**src/rtl/pu_load_sched.sv**
```systemverilog
// Window-load sequencer for one img2col PU: turns 2-pixel beats into register-file writes, fires the PU per window.
// First write 2 cycles after cfg_go; in_ready only in LOAD; PU_SCHED_PERF_EN adds the LOAD starvation counter stall_cnt.
module pu_load_sched #(
  parameter int DATA_WIDTH = 16,
  parameter int KSIZE      = 5,
  parameter int ADDR_W     = 5,
  parameter int ROUND_W    = 6,
  parameter int NUM_ROUNDS = 28
) (
  input  logic                  clk,
  input  logic                  nrst,
  input  logic                  cfg_go,
  input  logic                  cfg_abort,
  input  logic                  in_valid,
  output logic                  in_ready,
  input  logic [DATA_WIDTH-1:0] in_data1,
  input  logic [DATA_WIDTH-1:0] in_data2,
  output logic [DATA_WIDTH-1:0] new1,
  output logic [DATA_WIDTH-1:0] new2,
  output logic [ADDR_W-1:0]     adrs_in1,
  output logic [ADDR_W-1:0]     adrs_in2,
  output logic                  wr_en1,
  output logic                  wr_en2,
  output logic                  pu_start,
  output logic [ROUND_W-1:0]    round,
  input  logic                  pu_done,
  output logic                  busy,
  output logic                  row_done,
  output logic [15:0]           stall_cnt
);

  localparam int CNT_W = ADDR_W + 1;
  localparam logic [CNT_W-1:0]   WIN_C      = CNT_W'(KSIZE * KSIZE);
  localparam logic [CNT_W-1:0]   KSIZE_C    = CNT_W'(KSIZE);
  localparam logic [ADDR_W-1:0]  BASE_C     = ADDR_W'(KSIZE * (KSIZE - 1));
  localparam logic [ROUND_W-1:0] LAST_ROUND = ROUND_W'(NUM_ROUNDS - 1);

  typedef enum logic [1:0] {S_IDLE, S_LOAD, S_FIRE, S_WAIT} state_t;

  state_t                state_q, state_d;
  logic [CNT_W-1:0]      cnt_q, cnt_d;
  logic [CNT_W-1:0]      target_q, target_d;
  logic [ROUND_W-1:0]    round_q, round_d;
  logic                  wr_en1_q, wr_en1_d;
  logic                  wr_en2_q, wr_en2_d;
  logic [ADDR_W-1:0]     adrs1_q, adrs1_d;
  logic [ADDR_W-1:0]     adrs2_q, adrs2_d;
  logic [DATA_WIDTH-1:0] new1_q, new1_d;
  logic [DATA_WIDTH-1:0] new2_q, new2_d;
  logic                  pu_start_q, pu_start_d;
  logic                  row_done_q, row_done_d;

  logic [ADDR_W-1:0]     base;
  logic [CNT_W-1:0]      cnt_p1;

  assign in_ready = (state_q == S_LOAD);
  assign busy     = (state_q != S_IDLE);
  assign round    = round_q;
  assign wr_en1   = wr_en1_q;
  assign wr_en2   = wr_en2_q;
  assign adrs_in1 = adrs1_q;
  assign adrs_in2 = adrs2_q;
  assign new1     = new1_q;
  assign new2     = new2_q;
  assign pu_start = pu_start_q;
  assign row_done = row_done_q;

  // Later rounds only refresh the newest column, which lives in the top KSIZE entries.
  assign base   = (round_q == '0) ? '0 : BASE_C;
  assign cnt_p1 = cnt_q + CNT_W'(1);

  always_comb begin
    state_d    = state_q;
    cnt_d      = cnt_q;
    target_d   = target_q;
    round_d    = round_q;
    wr_en1_d   = 1'b0;
    wr_en2_d   = 1'b0;
    adrs1_d    = adrs1_q;
    adrs2_d    = adrs2_q;
    new1_d     = new1_q;
    new2_d     = new2_q;
    pu_start_d = 1'b0;
    row_done_d = 1'b0;

    if (cfg_abort) begin
      state_d = S_IDLE;
      round_d = '0;
      cnt_d   = '0;
    end else begin
      case (state_q)
        S_IDLE: begin
          if (cfg_go) begin
            state_d  = S_LOAD;
            round_d  = '0;
            cnt_d    = '0;
            target_d = WIN_C;
          end
        end
        S_LOAD: begin
          if (in_valid) begin
            wr_en1_d = 1'b1;
            adrs1_d  = base + cnt_q[ADDR_W-1:0];
            new1_d   = in_data1;
            // Odd window tail: second pixel of the final beat has no slot.
            if (cnt_p1 < target_q) begin
              wr_en2_d = 1'b1;
              adrs2_d  = base + cnt_p1[ADDR_W-1:0];
              new2_d   = in_data2;
            end
            cnt_d = cnt_q + CNT_W'(2);
            if (cnt_q + CNT_W'(2) >= target_q) state_d = S_FIRE;
          end
        end
        S_FIRE: begin
          pu_start_d = 1'b1;
          state_d    = S_WAIT;
        end
        S_WAIT: begin
          // A done flag coincident with the start pulse belongs to the previous window.
          if (pu_done && !pu_start_q) begin
            if (round_q == LAST_ROUND) begin
              state_d    = S_IDLE;
              row_done_d = 1'b1;
              round_d    = '0;
            end else begin
              state_d  = S_LOAD;
              round_d  = round_q + ROUND_W'(1);
              cnt_d    = '0;
              target_d = KSIZE_C;
            end
          end
        end
        default: state_d = S_IDLE;
      endcase
    end
  end

  always_ff @(posedge clk or negedge nrst) begin
    if (!nrst) begin
      state_q    <= S_IDLE;
      cnt_q      <= '0;
      target_q   <= '0;
      round_q    <= '0;
      wr_en1_q   <= 1'b0;
      wr_en2_q   <= 1'b0;
      adrs1_q    <= '0;
      adrs2_q    <= '0;
      new1_q     <= '0;
      new2_q     <= '0;
      pu_start_q <= 1'b0;
      row_done_q <= 1'b0;
    end else begin
      state_q    <= state_d;
      cnt_q      <= cnt_d;
      target_q   <= target_d;
      round_q    <= round_d;
      wr_en1_q   <= wr_en1_d;
      wr_en2_q   <= wr_en2_d;
      adrs1_q    <= adrs1_d;
      adrs2_q    <= adrs2_d;
      new1_q     <= new1_d;
      new2_q     <= new2_d;
      pu_start_q <= pu_start_d;
      row_done_q <= row_done_d;
    end
  end

`ifdef PU_SCHED_PERF_EN
  logic [15:0] stall_q, stall_d;

  always_comb begin
    stall_d = stall_q;
    if (state_q == S_IDLE && cfg_go && !cfg_abort) begin
      stall_d = '0;
    end else if (state_q == S_LOAD && !in_valid && stall_q != 16'hFFFF) begin
      stall_d = stall_q + 16'd1;
    end
  end

  always_ff @(posedge clk or negedge nrst) begin
    if (!nrst) stall_q <= '0;
    else       stall_q <= stall_d;
  end

  assign stall_cnt = stall_q;
`else
  assign stall_cnt = '0;
`endif

endmodule

```
**config.mk**
```make
export PLATFORM = sky130hd
export DESIGN_NAME = pu_load_sched
export DESIGN_NICKNAME = d
export VERILOG_FILES = /design/src/rtl/pu_load_sched.sv
export SDC_FILE = /design/constraint.sdc
export NUM_CORES = 1
export LEC_CHECK = 0
export BUFFER_PORTS_ARGS = -buffer_cell sky130_fd_sc_hd__buf_2
export CORE_MARGIN = 3
export CORE_UTILIZATION = 35
export DETAILED_ROUTE_END_ITERATION = 8
export MAX_ROUTING_LAYER = met4
export PLACE_DENSITY = 0.68
export SYNTH_ARGS = -nofsm -noshare
export SYNTH_HDL_FRONTEND = slang
export SYNTH_SLANG_ARGS = --single-unit
export TNS_END_PERCENT = 30
```
**constraint.sdc**
```tcl
create_clock -name clk -period 2.05 [get_ports clk]
set_clock_uncertainty 0.2 [all_clocks]
set_input_delay 0.1025 -clock clk [delete_from_list [all_inputs] [get_ports clk]]
set_output_delay 0.1025 -clock clk [all_outputs]
set_load 0.02 [all_outputs]
```
==> results of run 1 <==
[per-layer routing]
metal,share of wire,wire [µm],track usage,vias to the layer above
met4,0.017,128,0.0470,0
met2,0.50,3700,0.252,91
li1,-,-,-,1173
met3,0.050,369,0.0337,16
met5,0,0,-,-
met1,0.44,3240,0.193,1245
[where the power goes]
group | total [mW] | leakage [nW] | internal [mW] | switching, mW
Sequential | 1.85 | 0.764 | 1.61 | 0.237
Clock | 1.05 | 0.0992 | 0.586 | 0.466
Combinational | 2.52 | 1.44 | 1.18 | 1.34
[final cells by class]
class	instances	area, µm²
clock buffers	11	141
repair buffers	149	1020
inverters	12	45.0
flip-flops and latches	61	1530
well taps	108	135
clock inverters	4	48.8
multi-input cells	172	1630
fillers	786	4260
[flip-flops by register name, indices dropped and copies added (netlist names), 2 cells and up]
register	cells
new2	16
new1	16
adrs_in2	5
cnt_q	5
adrs_in1	4
round	6
state_q	2
target_q	3
[Yosys cell counts (all sizes together), types with 4 or more instances]
cell type,number
a21oi,7
a31oi,4
buf,25
dfrtp,61
ha,17
inv,12
mux2,40
nand2,6
nand2b,5
nand3,8
nor2,7
nor2b,6
nor3,5
o21ai,6
[cell families (layout without fill, tap and decap cells)]
kind of cell	Yosys count	count (layout)	share of synthesized area
other cells	1	17	0.00117
buf+inv	40	176	0.0765
compound gates	37	37	0.0839
simple gates	53	53	0.103
xor+xnor	5	5	0.0222
flops	61	61	0.476
fa+ha+maj	17	17	0.0663
mux	43	43	0.171
[worst max-delay path, stage by stage, from the launching register on]
cell     delay (ns)
dfrtp_2        0.44
ha_4           0.17
xor2_1         0.14
ha_1           0.28
o21ai_2        0.13
a21oi_2        0.06
or2_1          0.23
a221o_1        0.32
[metrics by stage]
stage	TNS, ns	std cells	cell area, µm²	total power, mW	util
after floorplan	-1.05	273	3340	3.46	-
after global placement	0	465	3920	4.15	0.445
after detailed placement	-0.0654	465	3920	4.21	0.445
after CTS	-0.207	514	4460	5.37	0.507
after global routing	-0.474	517	4550	5.79	0.516
final	-0.0200	517	4550	5.43	0.516
[worst paths after layout]
kind / start / endpoint / slack (ns) / cells after the start
setup / recovery: cnt_q[1] / state_q[0] / -0.02 / 7
hold / removal: nrst / new2[0] / 0.09 / 3
setup reg to reg: cnt_q[1] / state_q[0] / -0.02 / 7
hold reg to reg: adrs_in2[0] / adrs_in2[0] / 0.29 / 1
max in group asynchronous: nrst / cnt_q[1] / 1.25 / 3
min in group clk: in_valid / wr_en1 / 0.11 / 4
[timing repair]
item	CTS	global route
buffers inserted	0	3
hold endpoints to repair	94	0
pin swaps	1	2
hold buffers	34	0
resized for setup	3	15
endpoints found under the setup margin	21	55
==> results.ini, run 1 <==
[run_status]
outcome = finished with violations
violations = setup timing

[synth]
syn_inst = 257
async_reset_ff_frac = 1.00
yosysUniqueCellTypes = 53
synth_edf_count = 0
synth_warnings = 0
yosys-top-cells-area = dfrtp_1, mux2_4, mux2_2, ha_1, buf_4
ys_ff_latch = 61
avgSynthCellArea_um2 = 12.5
synth_flop_cell = dfrtp_1
netlist.area_leader.share = 0.476
synth_area_um2 = 3210
yosysSeqAreaShare = 0.476
yosys.area.top_type = dfrtp_1

[power_and_ir_drop]
power.leakage_nw = 2.31
power_density_nw_per_um2 = 1190
ir_worst_vdd_uv = 661

[route]
dr.pass1.iters = 4
routed_wl_um = 7440
num_vias = 2525
drt_iter0_markers = 132
drt-vias-per-instance = 4.88
postRouteAntennaNets = 0
avgRoutedWirePerCell_um = 14.4
drc = 0

[layout]
drive_gt1_frac = 0.499
fin_nets = 460
areaGrowthSynthToFinish_pct = 41.8
mostFrequentLayoutCell = buf_2
layout_common_cells = buf_2, dfrtp_1, dlygate4sd3_1
antenna_cells = 0

[timing]
period_minus_slack_ns = 2.07
maxSlewViolCount = 0
hold_viol_final = 0
slew_headroom = 0.649
worst_slack_ns = -0.0200
fmax_mhz = 483
rsz0062_at_grt = yes
worstMarginPinSlew_ns = 0.522
setup_viol = 1
whs_ns = 0.0922
post-route-period-util = 1.01

[global_route]
grt_max_degree = 62
grt_pass1_wl_um = 12200
grt_overflow_total = 0
grt_pass1_vias = 2544
grtUsageTotal = 0.155
antenna_found_initial = 0

[cts]
clk-insertion-delay-late_ns = 0.34
clk_path_buf_depth = 2
cts_root_buffer = clkbuf_8
numCtsBuffers = 9
cts_tree = done
htree_levels = 3
clock_sinks = 61
clk_pin_slew_ns = 0.08

[floorplanning]
rows = 34
die-area_um2 = 10300
ioPinCount = 108
die_h_um = 102
die_w_um = 102
core_area_um2 = 8810
start_util = 0.364

[placement]
dp_slack_ns = -0.0532
numPortBuffers = 90
hpwl_um = 5000
gp_congestion = 0.822

[worst_hold_path]
min_path_type = primary input to async pin

[critical_path]
cp-end-kind = register
cp_data_arrival_time_ns = 2.10
criticalPathCategory = register to register
startpoint_type = register
worstPathMaxFanout = 4
required_ns = 2.08

[job]
maxCapViolations = 0

No activity file was read; power rests on OpenSTA's default activity.
==> run 2, diff against run 1 <==
Settings changed: REMOVE_ABC_BUFFERS from default to 1.
==> results.ini, run 2 (synthesis gave the netlist of run 1 again) <==
[cts]
cts_tree = done
clock_sinks = 61
numCtsBuffers = 9
cts_root_buffer = clkbuf_8
htree_levels = 3
clk_path_buf_depth = 2
clk-insertion-delay-late_ns = 0.34
clk_pin_slew_ns = 0.07

[route]
drc = 0
dr.pass1.iters = 4
num_vias = 2464
drt-vias-per-instance = 4.74
avgRoutedWirePerCell_um = 14.6
routed_wl_um = 7620
drt_iter0_markers = 42
postRouteAntennaNets = 0

[floorplanning]
die-area_um2 = 10300
die_h_um = 102
rows = 34
start_util = 0.364
ioPinCount = 108
die_w_um = 102
core_area_um2 = 8810

[placement]
postPlaceCellArea_um2 = 3870
dp_slack_ns = -0.228
hpwl_um = 5010
gp_congestion = 0.827
numPortBuffers = 90

[layout]
drive_gt1_frac = 0.498
layout_common_cells = buf_2, dfrtp_1, dlygate4sd3_1
nFillCells = 750
fin_nets = 463
finalInstanceArea_um2 = 4620
areaGrowthSynthToFinish_pct = 44.1
antenna_cells = 0
mostFrequentLayoutCell = buf_2

[global_route]
grtUsageTotal = 0.156
grt_overflow_total = 0
grt_pass1_vias = 2520
grt_max_degree = 62
grt_pass1_wl_um = 12100
antenna_found_initial = 0

[critical_path]
max_stage_delay_ns = 0.42
crit_chain = buf_6 > nand3_2 > xnor2_2 > ha_1 > nor3b_2 > o21ai_2 > or2_1 > a221o_1
cp_data_arrival_time_ns = 2.13
criticalPathCategory = register to register
worstRegToRegCells = 8
slowest_stage = dfrtp_2
required_ns = 2.08
startpoint_type = register
cp-end-kind = register
worstPathMaxFanout = 3

[job]
maxCapViolations = 0

[timing]
rsz0062_at_grt = yes
fmax_mhz = 477
maxSlewViolCount = 0
hold_viol_final = 0
tns_ns = -0.0453
post-route-period-util = 1.02
whs_ns = 0.0868
setup_viol = 1
period_minus_slack_ns = 2.10
worst_slack_ns = -0.0453

[worst_hold_path]
min_path_type = primary input to async pin

[power_and_ir_drop]
p_total_mw = 5.63
power_density_nw_per_um2 = 1220
ir_worst_vdd_uv = 635
power.leakage_nw = 2.35

[run_status]
outcome = finished with violations
violations = setup timing

-- run 2: worst max-delay path: cells and delay by family (launching register included) --
kind | cells | cell delay, ns
xor gates and xnor gates | 1 | 0.16
buffers and inverters | 1 | 0.12
AOI/OAI and AO/OA | 2 | 0.39
adders and majority gates | 1 | 0.20
DFF | 1 | 0.42
and+or+nand+nor | 3 | 0.51
-- run 2: worst paths after layout --
kind / from / to / slack, ns
worst max-delay path: cnt_q[2] / state_q[0] / -0.05
worst min-delay path: nrst / new1[12] / 0.09
worst max register to register: cnt_q[2] / state_q[0] / -0.05
worst min register to register: adrs_in2[0] / adrs_in2[0] / 0.28
max in group asynchronous: nrst / state_q[1] / 1.27
min in group clk: pu_done / row_done / 0.09
-- run 2: final cells by class --
cell class	instances	area, µm²	share of cell area
Multi-Input combinational cell	172	1620	0.351
Sequential cell	61	1530	0.331
Timing Repair Buffer	152	1050	0.228
Clock buffer	12	165	0.0357
Tap cell	108	135	0.0292
Clock inverter	3	67.6	0.0146
Inverter	12	45.0	0.00975
-- run 2: metal layers --
metal	GRT usage	routed length, µm	vias up
met3	0.0482	490	11
met5	-	0	-
li1	-	-	1181
met1	0.209	3550	1177
met4	0.0552	93	0
met2	0.224	3490	95
-- run 2: metrics by stage --
step | std cells | util
after CTS | 515 | 0.507
after floorplan | 245 | -
after global placement | 466 | 0.440
after global routing | 520 | 0.525
final | 520 | 0.525
after detailed placement | 466 | 0.440
-- run 2: where the power goes --
| part | switching [mW] | internal [mW] | leakage (nW) |
|---|---|---|---|
| logic | 1.34 | 1.18 | 1.46 |
| registers | 0.236 | 1.62 | 0.769 |
| clock network | 0.484 | 0.778 | 0.115 |
-- run 2: what timing repair did --
action / 4_1_cts / 5_1_grt
gates resized for setup: 4 / 29
endpoints found under the hold margin: 94 / 0
hold buffers: 34 / 0
pin swaps: 3 / 8
gates cloned: 0 / 0
setup endpoints to repair: 4 / 52
buffers inserted: 0 / 5
==> run 3, diff against run 2 <==
Settings changed: PLACE_DENSITY 0.68 to default, PLACE_DENSITY_LB_ADDON from default to 0.08.
==> results.ini, run 3 (synthesis gave the netlist of run 1 again) <==
[placement]
placed_cells = 474
gp_congestion = 0.776
numPortBuffers = 90
postPlaceCellArea_um2 = 3910
dp_slack_ns = -0.165
hpwl_um = 4930

[timing]
worst_slack_ns = -0.0645
post-route-period-util = 1.03
setup_viol = 19
fmax_mhz = 473
maxSlewViolCount = 0
rsz0062_at_grt = yes
period_minus_slack_ns = 2.11
tns_ns = -0.762
hold_viol_final = 0

[floorplanning]
die-area_um2 = 10300
ioPinCount = 108
start_util = 0.364
die_h_um = 102
rows = 34
die_w_um = 102
core_area_um2 = 8810

[route]
postRouteAntennaNets = 0
routed_wl_um = 7480
drc = 0
num_vias = 2479
avgRoutedWirePerCell_um = 14.1
drt_iter0_markers = 76
drt-vias-per-instance = 4.68
dr.pass1.iters = 4

[global_route]
met2_usage = 0.237
grt_pass1_vias = 2461
grt_overflow_total = 0
use_met3 = 0.0393
grt_max_degree = 62
grt_pass1_wl_um = 11900
antenna_found_initial = 0
grt-busiest-layer = met2
grtUsageTotal = 0.152
use_met1 = 0.196

[critical_path]
r2r_end = state_q[0]
criticalPathCategory = register to register
reg2reg_slack_ns = -0.06
reg2reg_from = cnt_q[1]
cp-end-kind = register
worstPathMaxFanout = 4
cp_data_arrival_time_ns = 2.13
startpoint_type = register
required_ns = 2.07
worstRegToRegCells = 7

[layout]
fin_nets = 472
antenna_cells = 0
finalInstanceArea_um2 = 4660
drive_gt1_frac = 0.500
layout_common_cells = buf_2, dfrtp_1, dlygate4sd3_1
areaGrowthSynthToFinish_pct = 45.5
mostFrequentLayoutCell = buf_2
instances_no_fill = 530

[run_status]
outcome = finished with violations
violations = setup timing

[power_and_ir_drop]
p_total_mw = 5.49
ir_worst_vdd_uv = 577
power.leakage_nw = 2.38
power_density_nw_per_um2 = 1180

[cts]
cts_tree = done
htree_levels = 3
numCtsBuffers = 9
clock_sinks = 61
clk-insertion-delay-late_ns = 0.34
clk_pin_slew_ns = 0.08
clk_path_buf_depth = 2
cts_root_buffer = clkbuf_8

[worst_hold_path]
hold_depth = 4
min_to = wr_en1
worstHoldStart = in_valid
min_path_type = primary input to register

[job]
maxCapViolations = 0

## run 3: repair_timing
action                                  in CTS  in global routing
endpoints found under the setup margin       5                 19
hold buffers                                34                  0
pin swaps                                    3                  9
gates cloned                                 0                  3
resized for setup                            8                 22
endpoints found under the hold margin       94                  0
buffers inserted                             0                  3
## run 3: worst max-delay path by stage
stage	startpoint	cells after the start	endpoint	slack [ns]
3_3_place_gp	round[4]	7	adrs_in2[4]	-0.13
5_1_grt	cnt_q[2]	8	state_q[0]	-0.13
2_1_floorplan	state_q[1]	6	adrs_in2[3]	-0.48
6_report	cnt_q[1]	7	state_q[0]	-0.06
3_5_place_dp	round[4]	7	adrs_in2[4]	-0.17
4_1_cts	round[5]	7	adrs_in1[4]	-0.11
## run 3: layout make-up
type                    count  area (µm²)
inverters                  12        45.0
repair buffers            161        1140
flip-flops and latches     61        1530
multi-input cells         172        1620
clock inverters             7        73.8
fillers                   797        4140
clock buffers               9         124
well taps                 108         135
## run 3: where the power goes
part	switching (mW)	leakage, nW	internal (mW)
clock network	0.521	0.0996	0.565
registers	0.207	0.773	1.61
logic	1.35	1.51	1.23
total	2.08	2.38	3.41
## run 3: per-stage QoR
step | hold slack, ns | util
floorplan | -0.393 | -
global placement | -0.0524 | 0.444
detailed placement | -0.0548 | 0.444
CTS | 0.0252 | 0.508
global route | 0.0644 | 0.530
finish | 0.0604 | 0.530
## run 3: per-layer routing
metal / share of wire / routed length [µm]
met1: 0.46 / 3450
met2: 0.48 / 3570
met3: 0.057 / 424
met4: 0.0048 / 36
met5: 0 / 0
## run 3: critical path, stage by stage, from the launching register on
cell	delay (ns)
dfrtp_2	0.45
ha_4	0.17
xor2_1	0.14
ha_1	0.29
o21ai_2	0.14
a21oi_2	0.06
or2_1	0.23
a221o_1	0.32
